## src/rtl/calc_op_sequencer_pkg.sv

```systemverilog
// Shared calculator definitions: widths, opcode names, sequencer state encoding
// and the default multicycle mask used by the sequencer and the unit wrapper.
package calc_op_sequencer_pkg;

  localparam int CALC_DATA_W   = 32;
  localparam int CALC_OPCODE_W = 4;
  localparam int CALC_NUM_OPS  = 16;

  localparam logic [CALC_NUM_OPS-1:0] DEFAULT_MULTICYCLE_MASK = 16'h0000;

  typedef enum logic [CALC_OPCODE_W-1:0] {
    OP_ADD, OP_SUB, OP_AND, OP_OR, OP_XOR, OP_MUL, OP_DIV, OP_MOD,
    OP_SHL, OP_SHR, OP_SRA, OP_ROL, OP_ROR, OP_MIN, OP_MAX, OP_SQRT
  } opcode_t;

  typedef enum logic [1:0] {
    ST_IDLE,
    ST_EXEC,
    ST_RESULT
  } state_t;

  function automatic logic [CALC_NUM_OPS-1:0] op_onehot(input logic [CALC_OPCODE_W-1:0] op);
    op_onehot     = '0;
    op_onehot[op] = 1'b1;
  endfunction

endpackage

```

## src/rtl/calc_op_sequencer_if.sv

```systemverilog
// Host command and downstream result handshakes of the calculator sequencer.
interface calc_op_sequencer_if
  import calc_op_sequencer_pkg::*;
#(
  parameter int DATA_W = CALC_DATA_W
) ();

  logic                     cmd_valid;
  logic                     cmd_ready;
  logic [CALC_OPCODE_W-1:0] cmd_opcode;
  logic [DATA_W-1:0]        cmd_a;
  logic [DATA_W-1:0]        cmd_b;

  logic                     res_valid;
  logic                     res_ready;
  logic [DATA_W-1:0]        res_data;
  logic [CALC_OPCODE_W-1:0] res_opcode;
  logic                     res_err;

  // master: host issuing commands and consuming results
  modport master (
    output cmd_valid, cmd_opcode, cmd_a, cmd_b, res_ready,
    input  cmd_ready, res_valid, res_data, res_opcode, res_err
  );

  // slave: the sequencer
  modport slave (
    input  cmd_valid, cmd_opcode, cmd_a, cmd_b, res_ready,
    output cmd_ready, res_valid, res_data, res_opcode, res_err
  );

endinterface

```

## src/rtl/calc_timeout_counter.sv

```systemverilog
// EXEC-cycle counter for multicycle ops; expired flags the TIMEOUT-th cycle.
module calc_timeout_counter #(
  parameter int TIMEOUT = 256
) (
  input  logic clk,
  input  logic reset,
  input  logic clear,
  input  logic enable,
  output logic expired
);

  localparam int              CW   = $clog2(TIMEOUT);
  localparam logic [CW-1:0]   LAST = CW'(TIMEOUT - 1);

  logic [CW-1:0] count;

  // saturates at LAST so a stalled enable can never wrap back to zero
  always_ff @(posedge clk) begin
    if (reset || clear) begin
      count <= '0;
    end else if (enable && count != LAST) begin
      count <= count + 1'b1;
    end
  end

  assign expired = (count == LAST);

endmodule

```

## src/rtl/calc_op_sequencer.sv

```systemverilog
// Command sequencer ahead of the one-hot result mux: issues one op at a time,
// waits for completion (or timeout) and returns the captured result.
module calc_op_sequencer
  import calc_op_sequencer_pkg::*;
#(
  parameter int                      DATA_W          = CALC_DATA_W,
  parameter logic [CALC_NUM_OPS-1:0] MULTICYCLE_MASK = DEFAULT_MULTICYCLE_MASK,
  parameter int                      TIMEOUT         = 256
) (
  input  logic                    clk,
  input  logic                    reset,
  calc_op_sequencer_if.slave      bus,
  output logic [DATA_W-1:0]       op_a,
  output logic [DATA_W-1:0]       op_b,
  output logic                    op_start,
  output logic [CALC_NUM_OPS-1:0] hotselect,
  input  logic                    unit_done,
  input  logic [DATA_W-1:0]       muxout
);

  state_t                   state, state_next;
  logic [CALC_OPCODE_W-1:0] cur_op;
  logic                     cmd_ready_q;
  logic                     res_valid_q;
  logic [DATA_W-1:0]        res_data_q;
  logic [CALC_OPCODE_W-1:0] res_opcode_q;
  logic                     res_err_q;

  logic accept, finish_ok, finish_to, handshake, expired;

  calc_timeout_counter #(
    .TIMEOUT (TIMEOUT)
  ) u_timeout (
    .clk     (clk),
    .reset   (reset),
    .clear   (accept),
    .enable  (state == ST_EXEC),
    .expired (expired)
  );

  always_comb begin
    state_next = state;
    accept     = 1'b0;
    finish_ok  = 1'b0;
    finish_to  = 1'b0;
    handshake  = 1'b0;
    case (state)
      ST_IDLE: begin
        if (bus.cmd_valid && cmd_ready_q) begin
          accept     = 1'b1;
          state_next = ST_EXEC;
        end
      end
      ST_EXEC: begin
        // done has priority over a coincident timeout
        if (!MULTICYCLE_MASK[cur_op] || unit_done) begin
          finish_ok  = 1'b1;
          state_next = ST_RESULT;
        end else if (expired) begin
          finish_to  = 1'b1;
          state_next = ST_RESULT;
        end
      end
      ST_RESULT: begin
        if (bus.res_ready) begin
          handshake  = 1'b1;
          state_next = ST_IDLE;
        end
      end
      default: state_next = ST_IDLE;
    endcase
  end

  always_ff @(posedge clk) begin
    if (reset) begin
      state        <= ST_IDLE;
      cur_op       <= '0;
      cmd_ready_q  <= 1'b0;
      op_a         <= '0;
      op_b         <= '0;
      op_start     <= 1'b0;
      hotselect    <= '0;
      res_valid_q  <= 1'b0;
      res_data_q   <= '0;
      res_opcode_q <= '0;
      res_err_q    <= 1'b0;
    end else begin
      state       <= state_next;
      // ready is registered from the next state, so it rises the cycle after a handshake
      cmd_ready_q <= (state_next == ST_IDLE);
      op_start    <= accept;
      if (accept) begin
        cur_op    <= bus.cmd_opcode;
        op_a      <= bus.cmd_a;
        op_b      <= bus.cmd_b;
        hotselect <= op_onehot(bus.cmd_opcode);
      end
      if (finish_ok || finish_to) begin
        hotselect    <= '0;
        res_valid_q  <= 1'b1;
        res_data_q   <= finish_ok ? muxout : '0;
        res_opcode_q <= cur_op;
        res_err_q    <= finish_to;
      end
      if (handshake) begin
        res_valid_q <= 1'b0;
      end
    end
  end

  assign bus.cmd_ready  = cmd_ready_q;
  assign bus.res_valid  = res_valid_q;
  assign bus.res_data   = res_data_q;
  assign bus.res_opcode = res_opcode_q;
  assign bus.res_err    = res_err_q;

endmodule

```

## src/flat_wrapper.sv

```systemverilog
// flat-port wrapper written by rule: the top's interface ports become plain ports
module calc_op_sequencer_flat import calc_op_sequencer_pkg::*;
#(
  parameter int                      DATA_W          = CALC_DATA_W,
  parameter logic [CALC_NUM_OPS-1:0] MULTICYCLE_MASK = DEFAULT_MULTICYCLE_MASK,
  parameter int                      TIMEOUT         = 256
)
  (clk, reset, op_a, op_b, op_start, hotselect, unit_done, muxout, bus_cmd_valid, bus_cmd_opcode, bus_cmd_a, bus_cmd_b, bus_res_ready, bus_cmd_ready, bus_res_valid, bus_res_data, bus_res_opcode, bus_res_err);
  calc_op_sequencer_if #(.DATA_W(DATA_W)) bus_i ();
  input  logic clk;
  input  logic reset;
  output logic [DATA_W-1:0] op_a;
  output logic [DATA_W-1:0] op_b;
  output logic op_start;
  output logic [CALC_NUM_OPS-1:0] hotselect;
  input  logic unit_done;
  input  logic [DATA_W-1:0] muxout;
  input wire logic [$bits(bus_i.cmd_valid)-1:0] bus_cmd_valid;
  input wire logic [$bits(bus_i.cmd_opcode)-1:0] bus_cmd_opcode;
  input wire logic [$bits(bus_i.cmd_a)-1:0] bus_cmd_a;
  input wire logic [$bits(bus_i.cmd_b)-1:0] bus_cmd_b;
  input wire logic [$bits(bus_i.res_ready)-1:0] bus_res_ready;
  output wire logic [$bits(bus_i.cmd_ready)-1:0] bus_cmd_ready;
  output wire logic [$bits(bus_i.res_valid)-1:0] bus_res_valid;
  output wire logic [$bits(bus_i.res_data)-1:0] bus_res_data;
  output wire logic [$bits(bus_i.res_opcode)-1:0] bus_res_opcode;
  output wire logic [$bits(bus_i.res_err)-1:0] bus_res_err;
  assign bus_i.cmd_valid = bus_cmd_valid;
  assign bus_i.cmd_opcode = bus_cmd_opcode;
  assign bus_i.cmd_a = bus_cmd_a;
  assign bus_i.cmd_b = bus_cmd_b;
  assign bus_i.res_ready = bus_res_ready;
  assign bus_cmd_ready = bus_i.cmd_ready;
  assign bus_res_valid = bus_i.res_valid;
  assign bus_res_data = bus_i.res_data;
  assign bus_res_opcode = bus_i.res_opcode;
  assign bus_res_err = bus_i.res_err;
  calc_op_sequencer #(.DATA_W(DATA_W), .MULTICYCLE_MASK(MULTICYCLE_MASK), .TIMEOUT(TIMEOUT)) u_core (.clk(clk), .reset(reset), .bus(bus_i), .op_a(op_a), .op_b(op_b), .op_start(op_start), .hotselect(hotselect), .unit_done(unit_done), .muxout(muxout));
endmodule
```

## config.mk

```make
export PLATFORM = sky130hd
export DESIGN_NAME = calc_op_sequencer_flat
export DESIGN_NICKNAME = d
export VERILOG_FILES = /design/src/rtl/calc_op_sequencer_pkg.sv /design/src/rtl/calc_op_sequencer_if.sv /design/src/rtl/calc_timeout_counter.sv /design/src/rtl/calc_op_sequencer.sv /design/src/flat_wrapper.sv
export SDC_FILE = /design/constraint.sdc
export NUM_CORES = 1
export LEC_CHECK = 0
export CAP_MARGIN = 20
export CORE_MARGIN = 4
export CORE_UTILIZATION = 36
export DETAILED_ROUTE_END_ITERATION = 10
export PLACE_DENSITY = 0.76
export SYNTH_ARGS = -nofsm -noshare
export SYNTH_HDL_FRONTEND = slang
export SYNTH_SLANG_ARGS = --single-unit
```

## constraint.sdc

```tcl
create_clock -name clk -period 1 [get_ports clk]
set_input_delay 0.15 -clock clk [delete_from_list [all_inputs] [get_ports clk]]
set_output_delay 0.15 -clock clk [all_outputs]
set_load 0.01 [all_outputs]
```

== Yosys cells after proc, flatten, opt, wreduce, memory -nomap -nowiden ==
Memories as Yosys holds them, arrays and structs flattened. A register that Yosys moved wholly into a read port is not among the register bits.
Index checks and enable logic that the tools add are counted.
Word-level totals
  memories: 1
  input port bits: 105
  output and inout bits: 120
  register bits after elaboration: 134
  bits in read-only memories: 16
Memories
  (name not given): depth 16, width 1, rd ports 1, clocked after Yosys merged registers in 1, write ports 0, RTL line calc_op_sequencer.sv:56  | if (!MULTICYCLE_MASK[cur_op] || unit_done) begin
Cells by class
  equal/unequal tests: 4
  magnitude comparators: 3
  muxes and demuxes: 20
  add/subtract/negate cells: 1
  reductions and logical operators: 11
Operator list (count)
  two-way mux 32 bit: 1
  two-way mux 1 bit: 11
  less-than comparator 4 x 5 -> 1 bit (second input constant): 2
  adder 8 x 1 -> 8 bit (second input constant): 1
  == test 8 bit (second input constant): 1
  two-way mux 2 bit: 4
  two-way mux 4 bit: 2
  != test 8 bit (second input constant): 1
  one-hot mux 2 bit (3 select lines): 1
  demux 1 bit (select 4 bit): 1
  >= comparator 4 x 1 -> 1 bit (second input constant): 1
  logical NOT 2 bit: 2
  OR reduction 2 bit: 2
  logical AND 1 bit: 3
  logical OR 1 bit: 3
  == test 2 x 1 -> 1 bit (second input constant): 1
  == test 2 bit (second input constant): 1
  logical NOT 1 bit: 1

== Longest topological paths before layout ==
Gate-level depths: netlist of the first run.
  depth in word-level cells: 8
  depth in mapped cells: 6
  gate-level depth less buffers: 3

== Worst setup path before layout of the first run ==
OpenSTA, ideal clock, no wires.
  kind: register -> register
  start point: reg u_core.state[1]
  end point: reg u_core.op_b[12]
  slack: -0.141 ns
  arrival: 1.008 ns
  path buffers: 3
  stages on the path, launching flop included: 7
  library setup time: 0.132 ns
  clock period less this slack: 1.141 ns
  required time: 0.868 ns
  path through: dfxtp_1 > nand4bb_1 > buf_2 > buf_6 > buf_4 > nand2_1 > a21oi_1
Between the ends
  longest elaborated chain between the ends: 2
RTL lines
  start, declared: RTL line calc_op_sequencer.sv:21  | state_t state, state_next;
  start signal, assigned: RTL line calc_op_sequencer.sv:88  | state <= state_next;
  logical NOT 2 bit: RTL line calc_op_sequencer.sv:47  | case (state)
  two-way mux 1 bit: RTL line calc_op_sequencer.sv:47
  end signal, assigned: RTL line calc_op_sequencer.sv:95  | op_b <= bus.cmd_b;
  end, declared: RTL line calc_op_sequencer.sv:14  | output logic [DATA_W-1:0] op_b,
No other way between the ends.
A chain may end at the register's enable or synchronous reset.

== Worst setup path in the final report of the first run ==
  start point: reg u_core.state[1]
  end point: reg u_core.res_data_q[17] (netlist: u_core.bus.res_data[17])
Between the ends
  longest elaborated chain between the ends: 3
RTL lines
  == test 2 x 1 -> 1 bit *: RTL line calc_op_sequencer.sv:47
  two-way mux 1 bit: RTL line calc_op_sequencer.sv:47
  two-way mux 32 bit or logical OR 1 bit (tied branches): RTL line calc_op_sequencer.sv:101, calc_op_sequencer.sv:98
  end signal, assigned: RTL line calc_op_sequencer.sv:101  | res_data_q <= finish_ok ? muxout : '0;
  end, declared: RTL line calc_op_sequencer.sv:25  | logic [DATA_W-1:0] res_data_q;
Every way passes the cells marked *; elsewhere a longest branch is shown, timed or not.

==> impl_metrics.toml, run 1 <==
[run_status]
violations = "negative setup slack"
run_status = "finished, violations left"

[sta]
hold_viol = 0
post-route-period-util_pct = 137
fmax_mhz = 729
setup_ws_ps = -372
rsz0062_at_grt = "yes"
period_needed_ps = 1370
report.final.slew_viol_count = 0
fin_skew_ps = 14.3
final-setup-viol-count = 179

[layout]
layout.nets = 935
final_cell_mix = "nand2_1, buf_6, dfxtp_2"
area_growth_pct = 114
n_antenna_cell = 0
drive_above_1_share_pct = 61.2
final_common_cell = "nand2_1"

[worst_setup_path]
crit_fanout = 6
start_kind = "flop"
reg2reg_depth = 7
end_kind = "flop"
worst-r2r-setup-slack_ps = -370
max_stage_delay_ps = 320
cpMostUsedCell = "buf_6"
arrival_ps = 1690
rr_endpoint = "u_core.bus.res_data[17]$_SDFFE_PP0N_"
worstSetupStartpoint = "u_core.state[1]$_SDFF_PP0_"
crit_chain = "buf_6 -> buf_6 -> nor2b_4 -> buf_6 -> buf_12 -> nand2_2 -> a21oi_2"
worstSetupPathType = "reg2reg"
cp_slowest_cell = "dfxtp_2"
cp-endpoint = "u_core.bus.res_data[17]$_SDFFE_PP0N_"
required_ps = 1320
r2r_start = "u_core.state[1]$_SDFF_PP0_"

[grt]
track_usage_pct = 19.1
grt_pass1_vias = 4444
globalRoute.totalOverflow = 0
grt_pass1_wl_mm = 21.9
antenna_found_initial = 0
grt_max_degree = 69

[drt]
route.met3.wl_mm = 1.42
drt_iter0_markers = 275
wl_mm = 19.4
dr.pass1.iters = 4
wl_met1_mm = 6.90
ant_nets = 0
via_per_inst = 5.06
drc = 0
met2_length_mm = 10.4
vias = 4992
highest_layer = "met4"
avgRoutedWirePerCell_um = 19.6

[floorplanning]
dieArea_um2 = 14100
die_w_um = 119
initial_core_util_pct = 36.8
pin_count = 225
die_h_um = 119
core_area_um2 = 12000
row_count = 40

[power_and_ir_drop]
swShare_pct = 24.7
combPwrFrac_pct = 18.2
p_switching_mw = 3.36
p_leak_nw = 3.84
power-per-cell-area_nw_per_um2 = 1440
p_int_mw = 10.2
power_mw = 13.6
pwr-share-clk_pct = 42.1
ir_drop_uv = 1110
seqPwrFrac_pct = 39.7

[clocking]
path_clk_slew_ps = 60
clockBufferDepth = 2
clock_latency_ps = 410
htreeDepth = 4
numCtsBuffers = 17
cts_root_buf = "clkbuf_16"
clock-sinks = 125
cts_tree = "built"

[synth]
synth_ff_type = "dfxtp_1"
syn_area_um2 = 4420
ys_warn_count = 0
async_reset_ff_share_pct = 0
synth_cell_type_count = 21
synth_edf_count = 0
ys_seq_area_share_pct = 56.6
syn_nets = 654
avgSynthCellArea_um2 = 8.05
ys_ff_latch = 125
synthCells = 549

[min_path]
hold_path_class = "in2reg"

[placement]
io_buffers = 222
post-place-ws_ps = -492
hpwl_mm = 9.73
gp_congestion = 0.727

[run]
max_cap_violations = 0
synthesized netlist by cell type, types with 2 or more instances:
master | instances | area [µm²]
buf_6 | 7 | 78.8
nor2b_1 | 5 | 31.3
nand2_1 | 226 | 848
nand4_1 | 6 | 37.5
buf_1 | 2 | 7.51
nand3_1 | 9 | 45.0
nor2_1 | 5 | 18.8
dfxtp_1 | 125 | 2500
a21oi_1 | 121 | 606
clkbuf_1 | 10 | 37.5
buf_2 | 16 | 80.1
buf_4 | 7 | 52.6
nand2b_1 | 2 | 12.5
what timing repair did:
item	4_1_cts	5_1_grt
endpoints found under the setup margin	244	244
endpoints found under the hold margin	3	0
pin swaps	3	89
cloned	0	27
hold buffers	1	0
setup buffers	10	18
gates resized for setup	727	248
power by group through the flow:
stage | clock, mW | sequential, mW | combinational [mW]
2_1_floorplan | 0 | 5.48 | 0.560
3_3_place_gp | 0 | 5.39 | 1.59
3_5_place_dp | 0 | 5.40 | 1.62
4_1_cts | 5.75 | 5.37 | 1.69
5_1_grt | 6.03 | 5.41 | 2.58
6_report | 5.72 | 5.39 | 2.46
cell families (layout without fill, tap and decap cells):
kind of cell,after synthesis,in the layout,share of synthesized area (%)
AOI/OAI and AO/OA,122,122,13.8
buffers and inverters,42,333,5.80
DFF,125,125,56.6
other,1,1,0.0848
and+or+nand+nor,259,259,23.7
flip-flops by register name, indices dropped and copies added (netlist names):
register / count
u_core.state: 2
u_core.op_start: 1
u_core.bus.res_opcode: 4
u_core.cur_op: 4
u_core.op_a: 32
u_core.op_b: 32
u_core.bus.res_valid: 1
u_core.bus.res_data: 32
u_core.hotselect: 16
u_core.bus.cmd_ready: 1
worst max-delay path, delay by kind of cell (launching register included):
family	cells	cell delay, ps
buffers and inverters	4	520
flip-flops	1	320
AND/OR/NAND/NOR	2	240
AO/OA/AOI/OAI	1	200
per-layer routing:
layer | vias to the layer above | track usage [%]
met5 | - | 0
met4 | 0 | 6.52
met3 | 48 | 8.64
met2 | 218 | 33.6
met1 | 2372 | 20.1
li1 | 2354 | -
through the flow:
stage	std cells	instance area, µm²	utilization [%]	setup TNS [ps]	hold WS [ps]
finish	987	9440	78.6	-36400	283
global route	987	9440	78.6	-44270	284
CTS	942	7860	65.4	-23660	265
detailed placement	902	6890	57.4	-45300	398
global placement	902	6890	57.4	-40440	396
floorplan	549	4460	-	-8490	286
how the worst min path moves through the flow:
stage	start	endpoint	slack, ps	cells after the start
3_3_place_gp	reset	u_core.cur_op[3]$_SDFFE_PP0P_	400	2
5_1_grt	bus_cmd_a[13]	u_core.op_a[13]$_SDFFE_PP0P_	280	3
2_1_floorplan	bus_cmd_opcode[3]	u_core.cur_op[3]$_SDFFE_PP0P_	290	2
6_report	bus_cmd_a[4]	u_core.op_a[4]$_SDFFE_PP0P_	280	3
3_5_place_dp	reset	u_core.bus.res_opcode[3]$_SDFFE_PP0N_	400	2
4_1_cts	muxout[7]	u_core.bus.res_data[7]$_SDFFE_PP0N_	270	3
cell type report:
cell class                 count  area (µm²)
tap                          147         184
sequential                   125        2680
clock inverter                 7        65.1
timing repair buffer         304        3540
multi-input combinational    382        2480
fill                         757        2570
clock buffer                  22         484
(Power assumes the default switching activity.)
==> run 2, diff against run 1 <==
==> constraint.sdc (replaced) <==
create_clock -name clk -period 1 [get_ports clk]
set_input_delay 0.15 -clock clk [delete_from_list [all_inputs] [get_ports clk]]
set_output_delay 0.15 -clock clk [all_outputs]
set_load 0.005 [all_outputs]
==> impl_metrics.toml, run 2 (synthesis gave the netlist of run 1 again) <==
[placement]
hpwl_mm = 10.0
post-place-ws_ps = -536
gp_congestion = 0.756
io_buffers = 222

[floorplanning]
die_h_um = 119
dieArea_um2 = 14100
pin_count = 225
core_area_um2 = 12000
row_count = 40
die_w_um = 119
initial_core_util_pct = 36.8

[clocking]
clock_latency_ps = 410
clockBufferDepth = 2
cts_root_buf = "clkbuf_16"
cts_tree = "built"
path_clk_slew_ps = 50
numCtsBuffers = 17
clock-sinks = 125
htreeDepth = 4

[worst_setup_path]
worstSetupPathType = "reg2reg"
end_kind = "flop"
reg2reg_depth = 5
crit_chain = "buf_6 -> and4bb_4 -> clkbuf_16 -> nand3_2 -> a21oi_2"
max_stage_delay_ps = 360
r2r_start = "u_core.bus.cmd_ready$_SDFF_PP0_"
crit_fanout = 5
start_kind = "flop"
required_ps = 1330
worstSetupStartpoint = "u_core.bus.cmd_ready$_SDFF_PP0_"
cp_slowest_cell = "dfxtp_2"
arrival_ps = 1670

[grt]
antenna_found_initial = 0
globalRoute.totalOverflow = 0
grt_max_degree = 59
grt_pass1_vias = 4592
track_usage_pct = 19.5
grt_pass1_wl_mm = 22.1

[power_and_ir_drop]
ir_drop_uv = 1220
power-per-cell-area_nw_per_um2 = 1480
p_leak_nw = 3.51

[sta]
fmax_mhz = 747
post-route-period-util_pct = 134
report.final.slew_viol_count = 0
fin_skew_ps = 9.09
final-setup-viol-count = 130
hold_viol = 0
rsz0062_at_grt = "yes"
holdWs_ps = 231
period_needed_ps = 1340
setup_ws_ps = -339

[drt]
vias = 4959
avgRoutedWirePerCell_um = 17.6
via_per_inst = 5.03
ant_nets = 0
wl_mm = 17.4
dr.pass1.iters = 4
drc = 0
drt_iter0_markers = 260

[layout]
layout.nets = 932
area_growth_pct = 97.5
final_common_cell = "nand2_1"
n_antenna_cell = 0
final_cell_mix = "nand2_1, dfxtp_2, buf_6"
drive_above_1_share_pct = 51.9

[min_path]
min_path_cells = 3
hold_path_class = "in2reg"
worstHoldStart = "reset"

[run_status]
run_status = "finished, violations left"
violations = "negative setup slack"

[run]
max_cap_violations = 0
==> run 2: cell types whose count changed in the layout (fill, tap and decap cells not counted), moves of 8 or more <==
cell | previous run | this run
nand2_4 | 57 | 16
buf_6 | 129 | 111
nand3_1 | 8 | 0
a21oi_1 | 56 | 70
a21oi_2 | 65 | 51
nand2_1 | 136 | 201
nand2_2 | 33 | 9
buf_2 | 0 | 17
dfxtp_4 | 11 | 1
dfxtp_2 | 109 | 120
==> run 2: metal layers <==
layer	wire (µm)	global-route usage [%]	part of all wire, %	up-vias
li1	-	-	-	2341
met2	9240	34.6	53	228
met5	0	0	0	-
met3	1410	9.26	8.1	27
met4	379	7.24	2.2	0
met1	6340	19.8	37	2363
==> run 2: power by group <==
group | switching [mW] | internal [mW]
registers | 0.141 | 5.23
clock network | 1.99 | 3.40
logic | 0.889 | 1.25
total | 3.02 | 9.87
==> run 2: worst paths after layout <==
check | end | slack (ps)
setup / recovery | u_core.hotselect[9]$_SDFFE_PP0P_ | -340
hold / removal | u_core.bus.res_data[31]$_SDFFE_PP0N_ | 230
setup reg to reg | u_core.hotselect[9]$_SDFFE_PP0P_ | -340
hold reg to reg | u_core.bus.res_data[24]$_SDFFE_PP0N_ | 450
==> run 2: critical path: cells and delay by family, from the launching register on <==
family                 cells  cell delay, ps
AOI/OAI and AO/OA          1             170
and+or+nand+nor            2             420
DFF                        1             360
buffers and inverters      2             300
==> run 2: final cells by class <==
class	instances	area, µm²
Clock inverter	1	5.00
Timing Repair Buffer	300	3260
Clock buffer	29	510
Tap cell	147	184
Sequential cell	125	2660
Fill cell	850	3280
Multi-Input combinational cell	383	2110
==> run 2: what timing repair did <==
item | in CTS | in global routing
gates cloned | 1 | 18
buffers inserted | 11 | 21
hold buffers | 0 | 0
endpoints found under the hold margin | 0 | 0
endpoints found under the setup margin | 242 | 244
gates resized for setup | 663 | 166
pin swaps | 1 | 50
==> run 2: per-stage QoR <==
step	util (%)	power [mW]	std cells	setup TNS (ps)	instance area, µm²
4_1_cts	62.3	12.3	947	-24750	7480
5_1_grt	72.7	13.4	985	-36610	8730
6_report	72.7	12.9	985	-28200	8730
2_1_floorplan	-	5.97	549	-8220	4460
3_3_place_gp	57.4	6.91	905	-40910	6900
3_5_place_dp	57.4	6.95	905	-45140	6900
